**config.mk**
```make
export PLATFORM = sky130hd
export DESIGN_NAME = mcycle_bus_ctrl
export DESIGN_NICKNAME = d
export VERILOG_FILES = /design/src/rtl/mcycle_bus_ctrl.sv
export SDC_FILE = /design/constraint.sdc
export NUM_CORES = 1
export LEC_CHECK = 0
export ABC_AREA = 1
export CAP_MARGIN = 20
export CORE_MARGIN = 4
export CORE_UTILIZATION = 44
export DETAILED_ROUTE_END_ITERATION = 8
export HOLD_SLACK_MARGIN = 0.03
export PLACE_DENSITY = 0.83
export SKIP_CTS_REPAIR_TIMING = 1
export SLEW_MARGIN = 10
export SYNTH_ARGS = -nofsm -noshare
export SYNTH_HDL_FRONTEND = slang
export SYNTH_SLANG_ARGS = --single-unit
```
**constraint.sdc**
```tcl
create_clock -name clk -period 2.2 [get_ports clk]
set_clock_uncertainty 0.1 [all_clocks]
set_input_delay 0.44 -clock clk [delete_from_list [all_inputs] [get_ports clk]]
set_output_delay 0.44 -clock clk [all_outputs]
set_load 0.02 [all_outputs]
```
**src/rtl/mcycle_bus_ctrl.sv**
```systemverilog
// mcycle_bus_ctrl: sequences SM83 per-M-cycle bus requests into T-state
// accurate memory strobes, with bounded wait stalls and response return.

package cpu_pkg;
  typedef enum logic [2:0] {
    BUS_IDLE  = 3'd0,
    BUS_IF    = 3'd1,
    BUS_WRITE = 3'd2,
    BUS_READ  = 3'd3,
    BUS_IF_CB = 3'd4
  } bus_opcode_t;
endpackage

// state | meaning
// T0    | address phase; wait counter cleared
// T1    | read strobe begins (read/fetch ops)
// T2    | strobe phase; holds here while memory waits, aborts at MAX_WAIT
// T3    | response slot; next request captured on the edge leaving T3
module mcycle_bus_ctrl #(
  parameter int TCYC     = 4,
  parameter int MAX_WAIT = 15
) (
  input  logic        clk,
  input  logic        rst,
  input  logic [2:0]  req_op,
  input  logic [15:0] req_addr,
  input  logic [7:0]  req_wdata,
  output logic [1:0]  tstate,
  output logic        mcycle_start,
  output logic        rsp_valid,
  output logic [7:0]  rsp_data,
  output logic        rsp_opcode,
  output logic        rsp_cb,
  output logic        bus_err,
  output logic [15:0] mem_addr,
  output logic        mem_rd,
  output logic        mem_wr,
  output logic [7:0]  mem_wdata,
  input  logic [7:0]  mem_rdata,
  input  logic        mem_wait
);
  import cpu_pkg::*;

  localparam logic [1:0] T_LAST = 2'(TCYC - 1);
  localparam logic [3:0] WAIT_LIMIT = 4'(MAX_WAIT);

  typedef enum logic [1:0] {
    T0 = 2'd0,
    T1 = 2'd1,
    T2 = 2'd2,
    T3 = T_LAST
  } tstate_t;

  tstate_t     tstate_q, tstate_d;
  bus_opcode_t cur_op_q, cur_op_d;
  logic [7:0]  cur_wdata_q, cur_wdata_d;
  logic [3:0]  wait_cnt_q, wait_cnt_d;
  logic [15:0] mem_addr_q, mem_addr_d;
  logic [7:0]  mem_wdata_q, mem_wdata_d;
  logic        mem_rd_q, mem_rd_d;
  logic        mem_wr_q, mem_wr_d;
  logic [7:0]  rsp_data_q, rsp_data_d;
  logic        rsp_valid_q, rsp_valid_d;
  logic        bus_err_q, bus_err_d;

  bus_opcode_t req_op_norm;
  logic        cur_is_rd, cur_is_wr, cur_active, abort, leave_t2;

  // State and output registers with synchronous reset
  always_ff @(posedge clk) begin
    if (rst) begin
      tstate_q    <= T0;
      cur_op_q    <= BUS_IDLE;
      cur_wdata_q <= 8'h00;
      wait_cnt_q  <= 4'd0;
      mem_addr_q  <= 16'h0000;
      mem_wdata_q <= 8'h00;
      mem_rd_q    <= 1'b0;
      mem_wr_q    <= 1'b0;
      rsp_data_q  <= 8'h00;
      rsp_valid_q <= 1'b0;
      bus_err_q   <= 1'b0;
    end else begin
      tstate_q    <= tstate_d;
      cur_op_q    <= cur_op_d;
      cur_wdata_q <= cur_wdata_d;
      wait_cnt_q  <= wait_cnt_d;
      mem_addr_q  <= mem_addr_d;
      mem_wdata_q <= mem_wdata_d;
      mem_rd_q    <= mem_rd_d;
      mem_wr_q    <= mem_wr_d;
      rsp_data_q  <= rsp_data_d;
      rsp_valid_q <= rsp_valid_d;
      bus_err_q   <= bus_err_d;
    end
  end

  // T-state sequencing, wait handling, request capture and strobe generation
  always_comb begin
    tstate_d    = tstate_q;
    cur_op_d    = cur_op_q;
    cur_wdata_d = cur_wdata_q;
    wait_cnt_d  = wait_cnt_q;
    mem_addr_d  = mem_addr_q;
    mem_wdata_d = mem_wdata_q;
    rsp_data_d  = rsp_data_q;
    abort       = 1'b0;

    // Unused encodings behave as IDLE so they never strobe memory.
    case (req_op)
      3'd0, 3'd1, 3'd2, 3'd3, 3'd4: req_op_norm = bus_opcode_t'(req_op);
      default:                      req_op_norm = BUS_IDLE;
    endcase

    cur_is_rd  = (cur_op_q == BUS_READ) || (cur_op_q == BUS_IF) || (cur_op_q == BUS_IF_CB);
    cur_is_wr  = (cur_op_q == BUS_WRITE);
    cur_active = (cur_op_q != BUS_IDLE);

    unique case (tstate_q)
      T0: begin
        tstate_d   = T1;
        wait_cnt_d = 4'd0;
        if (cur_is_wr) mem_wdata_d = cur_wdata_q;
      end
      T1: tstate_d = T2;
      T2: begin
        if (cur_active && mem_wait) begin
          if (wait_cnt_q < WAIT_LIMIT) begin
            wait_cnt_d = wait_cnt_q + 4'd1;
          end else begin
            abort    = 1'b1;
            tstate_d = T3;
          end
        end else begin
          tstate_d = T3;
        end
      end
      T3: begin
        tstate_d    = T0;
        cur_op_d    = req_op_norm;
        cur_wdata_d = req_wdata;
        // IDLE cycles leave the address bus where it was.
        if (req_op_norm != BUS_IDLE) mem_addr_d = req_addr;
      end
    endcase

    leave_t2 = (tstate_q == T2) && (tstate_d == T3);
    if (leave_t2 && cur_is_rd) rsp_data_d = abort ? 8'hFF : mem_rdata;

    mem_rd_d    = cur_is_rd && ((tstate_d == T1) || (tstate_d == T2));
    mem_wr_d    = cur_is_wr && (tstate_d == T2);
    rsp_valid_d = cur_active && leave_t2;
    bus_err_d   = rsp_valid_d && abort;
  end

  assign tstate       = tstate_q;
  assign mcycle_start = (tstate_q == T0);
  assign rsp_valid    = rsp_valid_q;
  assign rsp_data     = rsp_data_q;
  assign rsp_opcode   = (cur_op_q == BUS_IF) || (cur_op_q == BUS_IF_CB);
  assign rsp_cb       = (cur_op_q == BUS_IF_CB);
  assign bus_err      = bus_err_q;
  assign mem_addr     = mem_addr_q;
  assign mem_rd       = mem_rd_q;
  assign mem_wr       = mem_wr_q;
  assign mem_wdata    = mem_wdata_q;

endmodule

```
; Word-level counts from Yosys, hierarchy flattened
; Index checks and enable logic that the tools add are counted.
[totals]
register_bits = 53
in_bits = 38
out_inout_bits = 41
word_cells = 60
[classes]
add_sub_neg = 1
n_lt_le_gt_ge = 1
eq_ne = 16
n_mux = 11
reduce_logical = 20
[op_table]
columns = cell, n
row1 = 3-bit by 2-bit equality test with 1-bit output (second input constant), 4
row2 = 2-bit equality test (second input constant), 4
row3 = 4-bit two-way mux, 2
row4 = 8-bit two-way mux, 1
row5 = 2-bit case mux with 4 select lines, 1
row6 = 4-bit case mux with 2 select lines, 1
row7 = 1-bit logical AND, 7
row8 = 3-bit by 1-bit equality test with 1-bit output (second input constant), 2
row9 = 3-bit equality test (second input constant), 2
row10 = 3-bit nonzero test, 2
row11 = 5-bit OR reduction, 1
row12 = 4-bit by 1-bit adder with 4-bit output (second input constant), 1
row13 = 2-bit by 1-bit equality test with 1-bit output (second input constant), 2
row14 = 1-bit logical OR, 4
row15 = 4-bit less-than comparator (second input constant), 1
row16 = 2-bit two-way mux, 2
row17 = 2-bit != test (second input constant), 2
row18 = 2-bit AND reduction, 2
row19 = 3-bit zero test, 1
row20 = 1-bit two-way mux, 3
row21 = 3-bit two-way mux, 1
row22 = 3-bit AND reduction, 1
row23 = 2-bit zero test, 1
row24 = 2-bit nonzero test, 1

; Logic depth before layout (Yosys ltp)
[depth]
depth_word = 8
depth_mapped = 15
depth_no_buf = 14

; Least setup slack after synthesis
; No wires, ideal clock.
[synth_path]
path_type = register to register
startpoint = register tstate_q[0] (netlist: tstate[0])
endpoint = register rsp_data_q[6] (netlist: rsp_data[6])
setup_ns = 0.122
arrival_time_ns = 1.681
required_time_ns = 1.978
setup_slack_ns = 0.297
stages_incl_launch_ff = 13
path_buffers = 1
period_less_slack_ns = 1.903
path_cell_list = dfxtp_1 -> inv_1 -> ha_1 -> inv_1 -> nand2_1 -> ha_1 -> nand2_1 -> inv_1 -> o21ai_4 -> buf_6 -> nand2_1 -> nand2_1 -> a21oi_1
[synth_via]
elab_cells_between_ends = 12
cone_classes = eq/ne: 4 / mux: 5 / reduce/logical: 3
[synth_rtl]
columns = item, line_no
row1 = "start, declared", 54  ; tstate_t tstate_q, tstate_d;
row2 = "start signal, assigned", 84  ; tstate_q <= tstate_d;
row3 = 2-bit zero test, --
row4 = net mcycle_start, 29  ; output logic mcycle_start,
row5 = 2-bit case mux with 4 select lines, 119  ; unique case (tstate_q)
row6 = net tstate_d[0], 54
row7 = 2-bit equality test, 147  ; leave_t2 = (tstate_q == T2) && (tstate_d == T3);
row8 = 1-bit logical AND, 147
row9 = 1-bit logical AND, 148  ; if (leave_t2 && cur_is_rd) rsp_data_d = abort ? 8'hFF : mem_rdata;
row10 = "end signal, assigned", 92  ; rsp_data_q <= rsp_data_d;
row11 = "end, declared", 62  ; logic [7:0] rsp_data_q, rsp_data_d;
; The timed path passes the listed nets, and every way through them passes these cells.
; A chain may end at the register's enable or synchronous reset.

; Worst setup path after layout
[layout_path]
startpoint = register tstate_q[0] (netlist: tstate[0])
endpoint = output mcycle_start
[layout_via]
elab_chain_len = 1
[layout_lines]
columns = item, line_no
row1 = 2-bit zero test, 157  ; assign mcycle_start = (tstate_q == T0);
row2 = "end, declared", 29
; Every way passes these cells.

==> reports/results.ini <==
[outcome]
outcome=completed

[setup_path]
required_ns=1.66
path_class=flip-flop to output port
crit_arrival_ns=1.58
critPathMaxFanout=3
start_kind=flip-flop
critPathCaptureType=output port

[route]
route.detailed.drc=0
vias_per_cell=4.68
drt-wirelength-per-cell_um=11.2
firstDrtPassIters=4
drt_wl_total_mm=4.89
drt_iter0_drc=103
num_vias=2040
ant_nets=0

[placement]
numPortBuffers=78
place_congestion=0.802
dp_hpwl_mm=3.71

[synth]
synth-seq-cells=53
synth_cells=288
synth_top_family_by_area=simple AND/OR/NAND/NOR gates
synthTopCellsByArea=dfxtp_1, nor2_1, inv_1
synthMuxAreaShare_pct=0
synthDistinctLibCells=24
synth-adder-area-share_pct=3.45
syn_nets=332
ys_warn_count=0
synth-compound-area-share_pct=15.8
yosys.area.top_type=dfxtp_1
synth_simple_gate_area_share_pct=22.2
synth_xor_area_share_pct=0
yosysSeqAreaShare_pct=48.8
yosysTopAreaCellShare_pct=48.8
syn_area_per_cell_sq_um=7.55
netlist_area_sq_um=2170

[pwr]
switchingPower_uw=754
p_per_area_nw_per_um2=753
power.total_mw=2.34
power_frac_clock_pct=22.8
seqPwrFrac_pct=47.6
p_comb_share_pct=29.6
p_leak_nw=1.34
swShare_pct=32.2
p_int_mw=1.59
ir_drop_mv=0.399

[global_route]
grt_first_pass_wirelength_mm=7.97
grt_max_degree=36
grtUsageTotal_pct=16.0
grt_antenna_before_repair=0
grt_overflow_total=0
grt_pass1_vias=1933

[clocking]
clock_sinks=53
cts_buffer_depth=2
htreeDepth=2
cts-root-buf=clkbuf_8
cts_buffers=5
clk_pin_slew_ns=0.09
clkLatencyLatePin_ns=0.30
cts_tree=done

[final_layout]
nNetsFinal=412
final_common_cell=clkdlybuf4s50_1
antenna_cells=0
syn_to_final_growth_pct=43.2
mostFrequentLayoutCells=clkdlybuf4s50_1, nor2_1, dfxtp_1
layout-drive-gt1-share_pct=6.23

[die]
core_area_sq_um=4750
fp.dieW_um=78.3
rows=25
design.portCount=79
die_height_um=78.3
dieArea_sq_um=6130
initial_core_util_pct=45.7

[timing]
finalCritPeriodShare_pct=96.6
setup_viol=0
tightest_slew_ns=0.493
drv_slew=0
final_hold_viol_count=0
slew_headroom_pct=67.0
max_freq_mhz=471
rsz0062_at_grt=false
whs_ns=0.351
fin_crit_ns=2.12

[job]
maxCapViolations=0

[min_path]
hold_path_class=flip-flop to flip-flop

-- state kept, by name (all words and copies together) (netlist names), 2 cells and up --
signal and cells:
cur_op_q 3, cur_wdata_q 8, mem_addr 16, mem_wdata 8
rsp_data 8, tstate 2, wait_cnt_q 4
-- power by group through the flow --
stage	Sequential [mW]	Clock [mW]	Combinational [mW]
2_1_floorplan	1.20	0	0.335
3_3_place_gp	1.13	0	0.694
3_5_place_dp	1.14	0	0.700
4_1_cts	1.12	0.552	0.703
5_1_grt	1.13	0.582	0.766
6_report	1.11	0.535	0.694
-- metal layers --
| metal | wire (um) | GRT usage [%] | vias up |
|---|---|---|---|
| met5 | 0 | 0 | - |
| met4 | 86 | 6.82 | 0 |
| met1 | 2040 | 17.5 | 912 |
| met2 | 2370 | 27.8 | 53 |
| li1 | - | - | 1067 |
| met3 | 380 | 5.85 | 8 |
-- Yosys cell counts, drive strengths merged --
master  count
a21oi      24
nand4       3
dfxtp      53
nor2       66
nand3      10
ha          6
inv        38
nor3        2
nand2      35
buf         9
o21bai      1
o21ai      37
clkbuf      3
a211oi      1
-- kinds of logic (layout without fill, tap and decap cells) --
group	Yosys count	in the layout
compound gates	63	63
fa+ha+maj	6	6
buf+inv	50	131
flops	53	53
simple gates	116	116
-- through the flow --
step / setup slack, ns / setup TNS [ns] / cell area (sq um) / cells / utilization [%]
after global routing: 0.00578 / 0 / 3110 / 436 / 65.5
final: 0.0755 / 0 / 3110 / 436 / 65.5
after CTS: -0.152 / -0.152 / 3110 / 436 / 65.4
after floorplan: 0.297 / 0 / 2170 / 288 / -
after global placement: 0.0724 / 0 / 3020 / 428 / 63.5
after detailed placement: 0.0151 / 0 / 3020 / 428 / 63.5
-- critical path: stages (launching register included) --
cell	delay [ns]
dfxtp_1	0.34
inv_1	0.10
ha_1	0.22
clkdlybuf4s50_1	0.62
-- path summary, 6_finish.rpt --
| check | startpoint | slack [ns] | to | cells after the start |
|---|---|---|---|---|
| max | tstate[0] | 0.08 | mcycle_start | 3 |
| min | mem_wdata[6] | 0.35 | mem_wdata[6] | 2 |
| max reg2reg | cur_op_q[1] | 0.26 | rsp_data[0] | 15 |
| min reg2reg | mem_wdata[6] | 0.35 | mem_wdata[6] | 2 |
-- cell type report --
cell class | instances | area [sq um]
fill | 431 | 1640
clock buffer | 6 | 72.6
timing repair buffer | 85 | 838
clock inverter | 2 | 15.0
multi-input combinational | 185 | 900
inverter | 38 | 143
tap | 67 | 83.8
sequential | 53 | 1060
No activity file was read; power rests on OpenSTA's default activity.
